**src/rtl/l2_req_arbiter.sv**
```systemverilog
// ---------------------------------------------------------------------------
// l2_req_arbiter
//
// Merges I-cache and D-cache miss/uncached traffic onto the single L2 port
// (lowX_req_t / lowX_res_t). Only one transaction is outstanding at a time.
// Between the two requesters, grants alternate round-robin. The accepted
// request is registered before it is issued. The L2 response is steered back
// to the requester that owns the transaction. A watchdog pulses timeout_o
// once if an issued transaction does not complete within TIMEOUT_CYCLES.
//
// Ports:
//   clk_i      clock
//   rst_ni     asynchronous active-low reset
//   ic_req_i   I-cache request (port 0)
//   ic_res_o   response / ready back to the I-cache
//   dc_req_i   D-cache request (port 1)
//   dc_res_o   response / ready back to the D-cache
//   l2_req_o   request to L2 (l1_req_i of l2_cache_multibank)
//   l2_res_i   response from L2 (l1_res_o of l2_cache_multibank)
//   busy_o     a transaction is in flight (FSM not in IDLE)
//   timeout_o  one-cycle pulse on watchdog expiry
// ---------------------------------------------------------------------------
package l2_req_arbiter_pkg;

    typedef struct packed {
        logic        valid;
        logic        we;
        logic [31:0] addr;
        logic [31:0] wdata;
    } lowX_req_t;

    typedef struct packed {
        logic        valid;
        logic        ready;
        logic [31:0] rdata;
    } lowX_res_t;

endpackage

module l2_req_arbiter
    import l2_req_arbiter_pkg::*;
#(
    parameter int unsigned TIMEOUT_CYCLES = 1024,
    parameter int unsigned CNT_W          = 16
) (
    input  logic      clk_i,
    input  logic      rst_ni,
    input  lowX_req_t ic_req_i,
    output lowX_res_t ic_res_o,
    input  lowX_req_t dc_req_i,
    output lowX_res_t dc_res_o,
    output lowX_req_t l2_req_o,
    input  lowX_res_t l2_res_i,
    output logic      busy_o,
    output logic      timeout_o
);

    typedef enum logic [1:0] {
        S_IDLE  = 2'd0,
        S_ISSUE = 2'd1,
        S_WAIT  = 2'd2
    } state_e;

    localparam bit               WD_EN   = (TIMEOUT_CYCLES != 0);
    localparam logic [CNT_W-1:0] TO_LAST = CNT_W'(TIMEOUT_CYCLES - 1);

    state_e           state_q, state_d;
    lowX_req_t        req_q;
    logic             owner_q;     // 0: I-cache, 1: D-cache
    logic             rr_ptr_q;    // port preferred when both request
    logic [CNT_W-1:0] cnt_q;
    logic             fired_q;     // watchdog already pulsed this transaction

    logic             accept;
    logic             winner;
    lowX_res_t        fwd_res;

    // ---------------- next state / outputs ----------------
    always_comb begin
        state_d   = state_q;
        accept    = 1'b0;
        winner    = 1'b0;
        ic_res_o  = '0;
        dc_res_o  = '0;
        l2_req_o  = '0;
        fwd_res   = '0;
        timeout_o = 1'b0;

        unique case (state_q)
            S_IDLE: begin
                // No grant while reset is held: the accept could not be
                // registered, and every output must read as zero.
                if (rst_ni && (ic_req_i.valid || dc_req_i.valid)) begin
                    accept = 1'b1;
                    if (ic_req_i.valid && dc_req_i.valid) begin
                        winner = rr_ptr_q;
                    end else begin
                        winner = dc_req_i.valid;
                    end
                    ic_res_o.ready = ~winner;
                    dc_res_o.ready = winner;
                    state_d        = S_ISSUE;
                end
            end

            S_ISSUE: begin
                l2_req_o       = req_q;
                l2_req_o.valid = 1'b1;
                if (l2_res_i.ready) begin
                    state_d = S_WAIT;
                end
            end

            S_WAIT: begin
                if (l2_res_i.valid) begin
                    fwd_res       = l2_res_i;
                    fwd_res.valid = 1'b1;
                    fwd_res.ready = 1'b0;
                    if (owner_q) begin
                        dc_res_o = fwd_res;
                    end else begin
                        ic_res_o = fwd_res;
                    end
                    state_d = S_IDLE;
                end
            end

            default: state_d = S_IDLE;
        endcase

        if (WD_EN && (state_q != S_IDLE) && !fired_q && (cnt_q == TO_LAST)) begin
            timeout_o = 1'b1;
        end
    end

    assign busy_o = (state_q != S_IDLE);

    // ---------------- state register ----------------
    always_ff @(posedge clk_i or negedge rst_ni) begin
        if (!rst_ni) begin
            state_q  <= S_IDLE;
            req_q    <= '0;
            owner_q  <= 1'b0;
            rr_ptr_q <= 1'b0;
            cnt_q    <= '0;
            fired_q  <= 1'b0;
        end else begin
            state_q <= state_d;
            if (accept) begin
                req_q    <= winner ? dc_req_i : ic_req_i;
                owner_q  <= winner;
                rr_ptr_q <= ~winner;
                cnt_q    <= '0;
                fired_q  <= 1'b0;
            end else begin
                if ((state_q != S_IDLE) && (cnt_q != '1)) begin
                    cnt_q <= cnt_q + CNT_W'(1);
                end
                if (timeout_o) begin
                    fired_q <= 1'b1;
                end
            end
        end
    end

endmodule
```
**config.mk**
```make
export PLATFORM = sky130hd
export DESIGN_NAME = l2_req_arbiter
export DESIGN_NICKNAME = d
export VERILOG_FILES = /design/src/rtl/l2_req_arbiter.sv
export SDC_FILE = /design/constraint.sdc
export NUM_CORES = 1
export LEC_CHECK = 0
export ABC_AREA = 1
export CORE_MARGIN = 8
export CORE_UTILIZATION = 41
export CTS_CLUSTER_DIAMETER = 40
export DETAILED_ROUTE_END_ITERATION = 10
export GPL_TIMING_DRIVEN = 0
export PLACE_DENSITY = 0.87
export SLEW_MARGIN = 40
export SYNTH_ARGS = -nofsm -noshare
export SYNTH_HDL_FRONTEND = slang
export SYNTH_SLANG_ARGS = --single-unit
```
**constraint.sdc**
```tcl
create_clock -name clk_i -period 3 [get_ports clk_i]
set_input_delay 0.45 -clock clk_i [delete_from_list [all_inputs] [get_ports clk_i]]
set_output_delay 0.45 -clock clk_i [all_outputs]
set_load 0.005 [all_outputs]
```
==> run metrics <==
Startpoint Class flip-flop; Arr. time, crit path 2.38 ns; ANT nets after route 0; reg2reg setup slack 1.07 ns; Synth Net Count 890; slew margin rel. 60.5%; vias post-DR 5870; CP max stage cell clkdlybuf4s50_1; Psw 1.96 mW; Post-Syn Instances 721; final std cells w/o fill ~1200; post-CTS setup buffers 0; reg-to-reg startpoint cnt_q[0]; CTS Buf Count 9; Clk pwr share 21.9%; row cnt 40; Least-Margin Pin Slew 0.593 ns; first-pass detailed-route iteration total 5; RSZ-0062 raised after global routing false; core area 12100 sq um; first-pass GRT wire length approximately 31000 microns; Critical Path Sink Type output port; drc violations 0; die area 16200 sq um; Worst Skew 0.00991 ns; crit path kind reg -> out; clock slew at reported path FFs 0.07 ns; # IOs 304; initial antenna violation count 0; status finished, final reports clean; maxcap violations 0; clock sink count 86; dpl ws 0.176 ns; switch share 35.3%; Synth cell types 28; final-report hold violation count 0; CP max stage delay 0.55 ns; Routed WL 20700 microns; r2r worst-path depth 9; grt total ovfl 0; Pins Over Slew Limit 0; Warnings, synthesis 0; Starting Density about 42%; Final setup viols 0; Synth Register Bits 86; crit path cell chain ha_1 -> nand3_1 -> inv_1 -> nand2_1 -> inv_1 -> nand3_1 -> nor3_1 -> clkdlybuf4s50_1; Setup WS post-layout 0.169 ns; WHS 0.0178 ns; routed len/inst 17.1 microns; CP Max Fanout 5; input/output buffers just over 300; sequential area share after synthesis 42.4%; combinational share of power between 40% and 50%; ANT cells 0; Fmax achieved approximately 350 MHz; post-route cell area between 8000 and 9000 sq um; root buffer cell clkbuf_16; period utilisation layout 94.4%; Die X 127 microns; Placer Congestion 0.902; Clock Path Buffers 2; internal power approximately 3.6 mW; Hold Buf Count CTS 0; FF-to-FF End cnt_q[3]; H-tree lvl count 3; largest net degree at the start of global routing 50; HPWL Detailed 16800 microns; Synth Area per Inst 7.04 sq um; placed cell area 8350 sq um; share of layout cells above drive strength 1 under 10%; clk_lat worst skew about 0.34 ns; Die Height 127 microns; Total Nets Final 1205; Power per Cell Area 640 nW/um^2; TritonCTS clock tree yes; fin crit period 2.83 ns; worst path required time 2.55 ns; Detailed Route Iter0 Violations roughly 270; synthesized cell area between 5000 and 6000 sq um; Vias/cell 4.86; global-route usage over all layers 24.2%; post-placement cell count 1193; Hold WC Path Type in -> async; vias in the first global route 5983; post_cts resized 0; Area Overhead vs Synth 70.8%; Max IR drop VDD 367 uV; Seq pwr share 31.9%; cell leakage power approximately 3.8 nW
-- state kept, by name, summed over array words and instances (netlist names) --
register and count:
cnt_q 16, fired_q 1, owner_q 1, req_q 65, rr_ptr_q 1, state_q 2
-- cell usage after synthesis --
cell type / number / area share (%)
nand3_1: 82 / 8.1
dfrtp_1: 86 / 42
inv_1: 118 / 8.7
o21ai_4: 1 / 0.32
nor2_1: 149 / 11
nor3_2: 2 / 0.39
clkbuf_1: 15 / 1.1
xnor2_1: 3 / 0.52
buf_2: 16 / 1.6
nor2_4: 3 / 0.67
nand2_1: 142 / 10
inv_2: 4 / 0.30
nor2_2: 2 / 0.25
buf_6: 1 / 0.22
buf_4: 8 / 1.2
o21ai_2: 1 / 0.17
o21ai_0: 5 / 0.49
xor2_1: 2 / 0.34
o21ai_1: 1 / 0.098
o211ai_4: 1 / 0.42
nand3_2: 1 / 0.20
o211ai_1: 65 / 9.6
nor3_1: 1 / 0.098
buf_1: 4 / 0.30
or2_2: 1 / 0.12
ha_1: 1 / 0.25
a21oi_1: 2 / 0.20
nand4_1: 4 / 0.49
-- power groups by stage --
| stage | Clock (mW) | Sequential, mW | Combinational, mW |
|---|---|---|---|
| final | 1.22 | 1.77 | 2.56 |
| after global routing | 1.27 | 1.81 | 2.83 |
| after CTS | 1.22 | 1.77 | 2.59 |
| after detailed placement | 0 | 1.79 | 2.57 |
| after global placement | 0 | 1.76 | 2.52 |
| after floorplan | 0 | 1.74 | 1.30 |
-- worst max path at each step --
stage / from / endpoint / slack, ns
after CTS: cnt_q[0] / timeout_o / 0.16
final: cnt_q[0] / timeout_o / 0.17
after global routing: state_q[0] / l2_req_o[51] / 0.01
after floorplan: cnt_q[0] / timeout_o / 1.34
after detailed placement: l2_res_i[33] / dc_res_o[2] / 0.18
after global placement: rst_ni / dc_res_o[32] / -3.02
-- cells in the final DEF, fill, tap and decap left out, types with 2 or more instances in the layout --
master	instances
a21oi_1	2
buf_1	4
buf_2	16
buf_4	8
buf_6	2
bufinv_16	2
clkbuf_1	15
clkbuf_16	9
clkdlybuf4s50_1	302
clkinv_2	2
clkinvlp_4	2
dfrtp_1	86
inv_1	118
inv_2	4
nand2_1	142
nand3_1	82
nand4_1	4
nor2_1	149
nor2_2	2
nor2_4	3
nor3_2	2
o211ai_1	65
o21ai_0	5
xnor2_1	3
xor2_1	2
-- layer usage --
| metal | vias up | wire length [microns] | global-route usage [%] |
|---|---|---|---|
| met2 | 274 | 10500 | 44.0 |
| met4 | 0 | 499 | 8.82 |
| met3 | 30 | 1970 | 7.86 |
| met5 | - | 0 | 0 |
| li1 | 2884 | - | - |
| met1 | 2682 | 7720 | 25.6 |
-- logic make-up after synthesis --
logic type / Yosys count / synth area share [%]
simple gates: 387 / 31.8
buf+inv: 166 / 13.4
flops: 86 / 42.4
compound gates: 76 / 11.3
xor+xnor: 5 / 0.862
fa+ha+maj: 1 / 0.246
-- critical path: cells and delay by family, from the launching register on --
kind	cells	cell delay, ns
adders and majority gates	1	0.21
buffers and inverters	3	0.82
DFF	1	0.41
and+or+nand+nor	4	0.60
-- cell type report --
cell class | instances | area [sq um]
fillers | 977 | 3390
flip-flops and latches | 86 | 2150
clock inverters | 6 | 85.1
well taps | 168 | 210
multi-input cells | 469 | 2250
inverters | 122 | 458
clock buffers | 10 | 239
repair buffers | 304 | 3060
plain buffers | 44 | 223
-- metrics by stage --
step	TNS, ns	util [%]	total power, mW
4_1_cts	0	71.9	5.58
5_1_grt	0	71.9	5.91
2_1_floorplan	0	-	3.05
6_report	0	71.9	5.55
3_3_place_gp	-373.45	69.0	4.29
3_5_place_dp	0	69.2	4.36
Note: power is estimated with default switching activity, not from simulation.
